`src/rtl/ula_pkg.sv`:
```
// Shared definitions for the ALU scheduler: opcodes, widths and FSM states.
package ula_pkg;

    localparam int unsigned SEL_W  = 4;
    localparam int unsigned DATA_W = 8;

    localparam logic [SEL_W-1:0] OP_SOMA  = 4'b0000;
    localparam logic [SEL_W-1:0] OP_SUB   = 4'b0001;
    localparam logic [SEL_W-1:0] OP_MULT  = 4'b0010;
    localparam logic [SEL_W-1:0] OP_DIV   = 4'b0011;
    localparam logic [SEL_W-1:0] OP_MOD   = 4'b0100;
    localparam logic [SEL_W-1:0] OP_AND   = 4'b0101;
    localparam logic [SEL_W-1:0] OP_OR    = 4'b0110;
    localparam logic [SEL_W-1:0] OP_XOR   = 4'b0111;
    localparam logic [SEL_W-1:0] OP_NOT   = 4'b1000;
    localparam logic [SEL_W-1:0] OP_SHL   = 4'b1001;
    localparam logic [SEL_W-1:0] OP_SHR   = 4'b1010;
    localparam logic [SEL_W-1:0] OP_ROL   = 4'b1011;
    localparam logic [SEL_W-1:0] OP_ROR   = 4'b1100;
    localparam logic [SEL_W-1:0] OP_MAIOR = 4'b1101;
    localparam logic [SEL_W-1:0] OP_MENOR = 4'b1110;
    localparam logic [SEL_W-1:0] OP_IGUAL = 4'b1111;

    typedef enum logic [1:0] {
        ST_IDLE    = 2'd0,
        ST_ISSUE   = 2'd1,
        ST_CAPTURE = 2'd2,
        ST_RESP    = 2'd3
    } state_e;

endpackage

```
`src/rtl/ula_rr_arb.sv`:
```
// Combinational round-robin pick: first set request at or after ptr_i, circularly.
module ula_rr_arb #(
    parameter int unsigned NREQ = 2,
    parameter int unsigned IDW  = 1
) (
    input  logic [NREQ-1:0] req_i,
    input  logic [IDW-1:0]  ptr_i,
    output logic [NREQ-1:0] gnt_o,
    output logic [IDW-1:0]  gnt_idx_o,
    output logic            gnt_valid_o
);

    logic [31:0] pos;

    // Scan from the pointer and keep only the first hit.
    always_comb begin
        gnt_o       = '0;
        gnt_idx_o   = '0;
        gnt_valid_o = 1'b0;
        pos         = '0;
        for (int unsigned k = 0; k < NREQ; k++) begin
            pos = (32'(ptr_i) + k) % NREQ;
            if (!gnt_valid_o && req_i[pos[IDW-1:0]]) begin
                gnt_valid_o           = 1'b1;
                gnt_idx_o             = pos[IDW-1:0];
                gnt_o[pos[IDW-1:0]]   = 1'b1;
            end
        end
    end

endmodule

```
`src/rtl/ula_sched.sv`:
```
// Round-robin scheduler sharing one registered ALU among NREQ requesters.
// Optional macro ULA_SCHED_DIV0_CHK_EN: answer divide-by-zero locally with
// data 8'hFF and rsp_err=1 instead of issuing it to the ALU.
module ula_sched
    import ula_pkg::*;
#(
    parameter int unsigned NREQ = 2,
    parameter int unsigned IDW  = 1
) (
    input  logic                   clk,
    input  logic                   rst,
    input  logic [NREQ-1:0]        req,
    input  logic [SEL_W*NREQ-1:0]  req_sel,
    input  logic [DATA_W*NREQ-1:0] req_a,
    input  logic [DATA_W*NREQ-1:0] req_b,
    output logic [NREQ-1:0]        ack,
    output logic [SEL_W-1:0]       ula_sel,
    output logic [DATA_W-1:0]      ula_a,
    output logic [DATA_W-1:0]      ula_b,
    input  logic [DATA_W-1:0]      ula_saida,
    output logic                   rsp_valid,
    input  logic                   rsp_ready,
    output logic [IDW-1:0]         rsp_id,
    output logic [DATA_W-1:0]      rsp_data,
    output logic                   rsp_err,
    output logic                   busy,
    output logic [15:0]            op_count
);

    state_e              state_q, state_d;
    logic [IDW-1:0]      ptr_q, ptr_d;
    logic [SEL_W-1:0]    sel_q, sel_d;
    logic [DATA_W-1:0]   a_q, a_d;
    logic [DATA_W-1:0]   b_q, b_d;
    logic [IDW-1:0]      id_q, id_d;
    logic [DATA_W-1:0]   data_q, data_d;
    logic [15:0]         cnt_q, cnt_d;
`ifdef ULA_SCHED_DIV0_CHK_EN
    logic                err_q, err_d;
`endif

    logic [NREQ-1:0]     gnt;
    logic [IDW-1:0]      gnt_idx;
    logic                gnt_valid;

    ula_rr_arb #(
        .NREQ (NREQ),
        .IDW  (IDW)
    ) u_arb (
        .req_i       (req),
        .ptr_i       (ptr_q),
        .gnt_o       (gnt),
        .gnt_idx_o   (gnt_idx),
        .gnt_valid_o (gnt_valid)
    );

    // Next-state, latch and ack logic; ack is held low while reset is asserted.
    always_comb begin
        state_d = state_q;
        ptr_d   = ptr_q;
        sel_d   = sel_q;
        a_d     = a_q;
        b_d     = b_q;
        id_d    = id_q;
        data_d  = data_q;
        cnt_d   = cnt_q;
        ack     = '0;
`ifdef ULA_SCHED_DIV0_CHK_EN
        err_d   = err_q;
`endif
        unique case (state_q)
            ST_IDLE: begin
                if (gnt_valid && !rst) begin
                    ack     = gnt;
                    id_d    = gnt_idx;
                    sel_d   = req_sel[gnt_idx*SEL_W +: SEL_W];
                    a_d     = req_a[gnt_idx*DATA_W +: DATA_W];
                    b_d     = req_b[gnt_idx*DATA_W +: DATA_W];
                    ptr_d   = (gnt_idx == IDW'(NREQ-1)) ? '0 : gnt_idx + IDW'(1);
                    state_d = ST_ISSUE;
`ifdef ULA_SCHED_DIV0_CHK_EN
                    err_d   = 1'b0;
                    if (sel_d == OP_DIV && b_d == '0) begin
                        data_d  = '1;
                        err_d   = 1'b1;
                        state_d = ST_RESP;
                    end
`endif
                end
            end
            ST_ISSUE: state_d = ST_CAPTURE;
            ST_CAPTURE: begin
                data_d  = ula_saida;
                state_d = ST_RESP;
            end
            ST_RESP: begin
                if (rsp_ready) begin
                    cnt_d   = cnt_q + 16'd1;
                    state_d = ST_IDLE;
                end
            end
            default: state_d = ST_IDLE;
        endcase
    end

    // State and latched-operand registers.
    always_ff @(posedge clk or posedge rst) begin
        if (rst) begin
            state_q <= ST_IDLE;
            ptr_q   <= '0;
            sel_q   <= '0;
            a_q     <= '0;
            b_q     <= '0;
            id_q    <= '0;
            data_q  <= '0;
            cnt_q   <= '0;
`ifdef ULA_SCHED_DIV0_CHK_EN
            err_q   <= 1'b0;
`endif
        end else begin
            state_q <= state_d;
            ptr_q   <= ptr_d;
            sel_q   <= sel_d;
            a_q     <= a_d;
            b_q     <= b_d;
            id_q    <= id_d;
            data_q  <= data_d;
            cnt_q   <= cnt_d;
`ifdef ULA_SCHED_DIV0_CHK_EN
            err_q   <= err_d;
`endif
        end
    end

    assign ula_sel   = sel_q;
    assign ula_a     = a_q;
    assign ula_b     = b_q;
    assign rsp_valid = (state_q == ST_RESP);
    assign rsp_id    = id_q;
    assign rsp_data  = data_q;
    assign busy      = (state_q != ST_IDLE);
    assign op_count  = cnt_q;
`ifdef ULA_SCHED_DIV0_CHK_EN
    assign rsp_err   = err_q;
`else
    assign rsp_err   = 1'b0;
`endif

endmodule
```
`config.mk`:
```
export PLATFORM = sky130hd
export DESIGN_NAME = ula_sched
export DESIGN_NICKNAME = d
export VERILOG_FILES = /design/src/rtl/ula_pkg.sv /design/src/rtl/ula_rr_arb.sv /design/src/rtl/ula_sched.sv
export SDC_FILE = /design/constraint.sdc
export NUM_CORES = 1
export LEC_CHECK = 0
export ABC_AREA = 1
export CAP_MARGIN = 10
export CELL_PAD_IN_SITES_DETAIL_PLACEMENT = 0
export CELL_PAD_IN_SITES_GLOBAL_PLACEMENT = 1
export CORE_UTILIZATION = 40
export DETAILED_ROUTE_END_ITERATION = 10
export DONT_BUFFER_PORTS = 1
export GPL_TIMING_DRIVEN = 0
export PLACE_DENSITY_LB_ADDON = 0.3
export SLEW_MARGIN = 20
export SYNTH_ARGS = -nofsm -noshare
export SYNTH_HDL_FRONTEND = slang
export SYNTH_SLANG_ARGS = --single-unit
export TNS_END_PERCENT = 100
```
`constraint.sdc`:
```
create_clock -name clk -period 2.1 [get_ports clk]
set_clock_uncertainty 0.05 [all_clocks]
set_input_delay 0.42 -clock clk [delete_from_list [all_inputs] [get_ports clk]]
set_output_delay 0.42 -clock clk [all_outputs]
set_load 0.05 [all_outputs]
```
==> reports/results.tsv <==
metric	value	unit
top cells by count, synth	90 x nand2_1, 48 x dfrtp_1, 30 x nand3_1	
Bufs on Longest Clock Path	2	
Post-synth EDFFs	0	
Worst Path Max Fanout	5	
final worst-path cycle share	1.13	
clk_lat worst skew	0.29	ns
maximum number of pins on one net before global-route repair	50	
FFs w/ async S/R, synth	1.00	
peak supply drop	0.996	mV
synth warn	0	
kind of critical path	flip-flop to primary output	
power after layout	4.28	mW
most common cell in the netlist	nand2_1	
Mapped Area	2290	µm²
failing checks	setup timing	
Critical Path End Type	primary output	
Final WS setup	-0.270	ns
CTS root buffer	clkbuf_8	
busiest grt layer	met2	
synth unique cells	26	
Hold WC Path Type	input pin to asynchronous set/reset pin	
final non-filler cell total	348	
dpl cells	326	
Final GP Congestion	0.760	
Rows	27	
area delta synth->final	21.2	%
CTS Sinks	48	
fin util	0.504	
Max Fclk	422	MHz
first-pass GRT wire length	8260	µm
final slew viol count	0	
post-route minimum period	2.37	ns
Startpoint Class	flip-flop	
io pins	103	
overflow left after global routing	0	
Inserted Clock Buffers	5	
r2r endpoint	ula_b[0]	
Routed WL per cell	14.6	µm
GRT met1 Usage	0.211	
Die Wd	77.7	µm
clk slew on worst S/H paths	0.08	ns
syn nets	312	
Data arrival, critical path	1.90	ns
post-synthesis register bit count	48	
core footprint	5510	µm²
Final nets	333	
Worst R2R Start	state_q[0]	
Main synth FF type	dfrtp_1	
port bufs	0	
total die area	6030	µm²
Tot GR Track Use	0.176	
layout cell share with drive strength beyond 1	0.221	
hold_ws	0.0189	ns
sequential area share after synthesis	0.524	
routed wire length	5100	µm
initial core utilization	0.416	
TritonCTS clock tree	built	
H-tree Lvls	2	
Post-Synthesis Cells	254	
Final ANT Viol Nets	0	
Yosys top cell area share	0.524	
synth top area cells	dfrtp_1 52%, nand2_1 15%, nand3_1 6.6%, mux2_2 3.9%, inv_1 3.4%	
Via density	4.94	
MaxCap Viol Count	0	
Fin. Hold Viols	0	
Avg Inst Size Synth	9.02	µm²
Setup violations, final	7	
Slew headroom	0.594	
drt first pass iters	4	
Hold Buf Count CTS	0	
diode count	0	
LEAKAGE	1.38	nW
post-synth top area cell	dfrtp_1	
routed via count	1718	
RSZ-0062 raised after global routing	yes	
1st-iter DRT viols	52	
vias in the first global route	1774	
DRC	0	
DIE HEIGHT	77.7	µm
Worst-Margin Slew	0.609	ns
reg-to-reg slack, setup	-0.08	ns
Pwr Density	1540	nW/µm²
M2 GR Usage	0.294	
status	finished, violations left	
antenna violations before repair	0	
CP required	1.63	ns
GRT met3 Usage	0.0624	
post-DP HPWL	3440	µm
R2R cell count	11	
==> logic make-up (layout without fill, tap and decap cells) <==
kind of cell | Yosys count | after routing | synth area share
AND/OR/NAND/NOR | 141 | 141 | 0.271
flip-flops | 48 | 48 | 0.524
buffers and inverters | 32 | 54 | 0.0743
XOR/XNOR | 11 | 11 | 0.0421
AO/OA/AOI/OAI | 8 | 8 | 0.0202
multiplexers | 8 | 8 | 0.0393
adder cells (fa/ha/maj) | 5 | 5 | 0.0273
other | 1 | 1 | 0.00164
==> through the flow <==
stage	setup TNS, ns	setup slack, ns	area (µm²)
CTS	-0.798	-0.276	2620
detailed placement	-0.656	-0.225	2380
floorplan	0	0.0618	2290
global placement	-0.570	-0.233	2380
finish	-0.847	-0.270	2780
global route	-1.98	-0.349	2780
==> power by group <==
| group | internal [mW] | switching (mW) |
|---|---|---|
| logic | 0.569 | 0.591 |
| clock network | 0.269 | 0.288 |
| registers | 1.24 | 1.33 |
| total | 2.07 | 2.21 |
==> placed cells by master (no fill, tap or decap), types with 3 or more instances in the layout <==
cell      synthesis  layout
nand2_2           1       7
mux2_2            8       8
nand4_1           4       4
dfrtp_1          48      48
inv_2             2       3
nand2_1          90      84
xnor2_1           5       5
inv_1            21      18
o21ai_0           4       4
nor2_1           10       9
clkbuf_8          0       6
buf_6             6       4
buf_8             0       3
ha_1              5       3
nand3_2           0       5
nand3_1          30      25
nor2_2            2       3
buf_4             1       9
clkbuf_1          1       3
xor2_1            6       6
==> metal layers <==
layer,up-vias,share of wire
met5,-,0
met4,0,0.0075
met3,4,0.082
met2,64,0.47
met1,813,0.44
li1,837,-
==> sequential cells by signal, indices dropped and copies added, names as in the netlist <==
name / flops
op_count: 16
rsp_data: 8
ula_a: 8
ula_b: 8
ula_sel: 4
state_q: 2
ptr_q: 1
rsp_id: 1
==> worst max path at each step <==
stage / start / end / slack (ns) / cells after the start
floorplan: rst / ack[1] / 0.06 / 6
global placement: rst / ack[1] / -0.23 / 6
detailed placement: rst / ack[1] / -0.23 / 6
CTS: state_q[0] / ack[0] / -0.28 / 7
global route: state_q[0] / ack[1] / -0.35 / 7
finish: state_q[0] / ack[1] / -0.27 / 7
==> critical path: stages, from the launching register on <==
cell and delay (ns):
dfrtp_1 0.40, inv_2 0.09, ha_4 0.15, clkinvlp_4 0.25, or2_1 0.32, buf_6 0.14
nor2_8 0.10, buf_12 0.15
==> cell type report <==
type / instances / area [µm²]
fill: 536 / 2730
sequential: 48 / 1200
multi-input combinational: 174 / 987
timing repair buffer: 14 / 198
buffer: 9 / 119
inverter: 23 / 92.6
clock buffer: 8 / 90.1
tap: 72 / 90.1
==> what timing repair did <==
| item | in CTS | in global routing |
|---|---|---|
| pin swaps | 4 | 16 |
| setup endpoints to repair | 3 | 23 |
| cloned | 2 | 2 |
| resized for setup | 9 | 22 |
| setup buffers | 6 | 4 |
No activity file was read; power rests on OpenSTA's default activity.
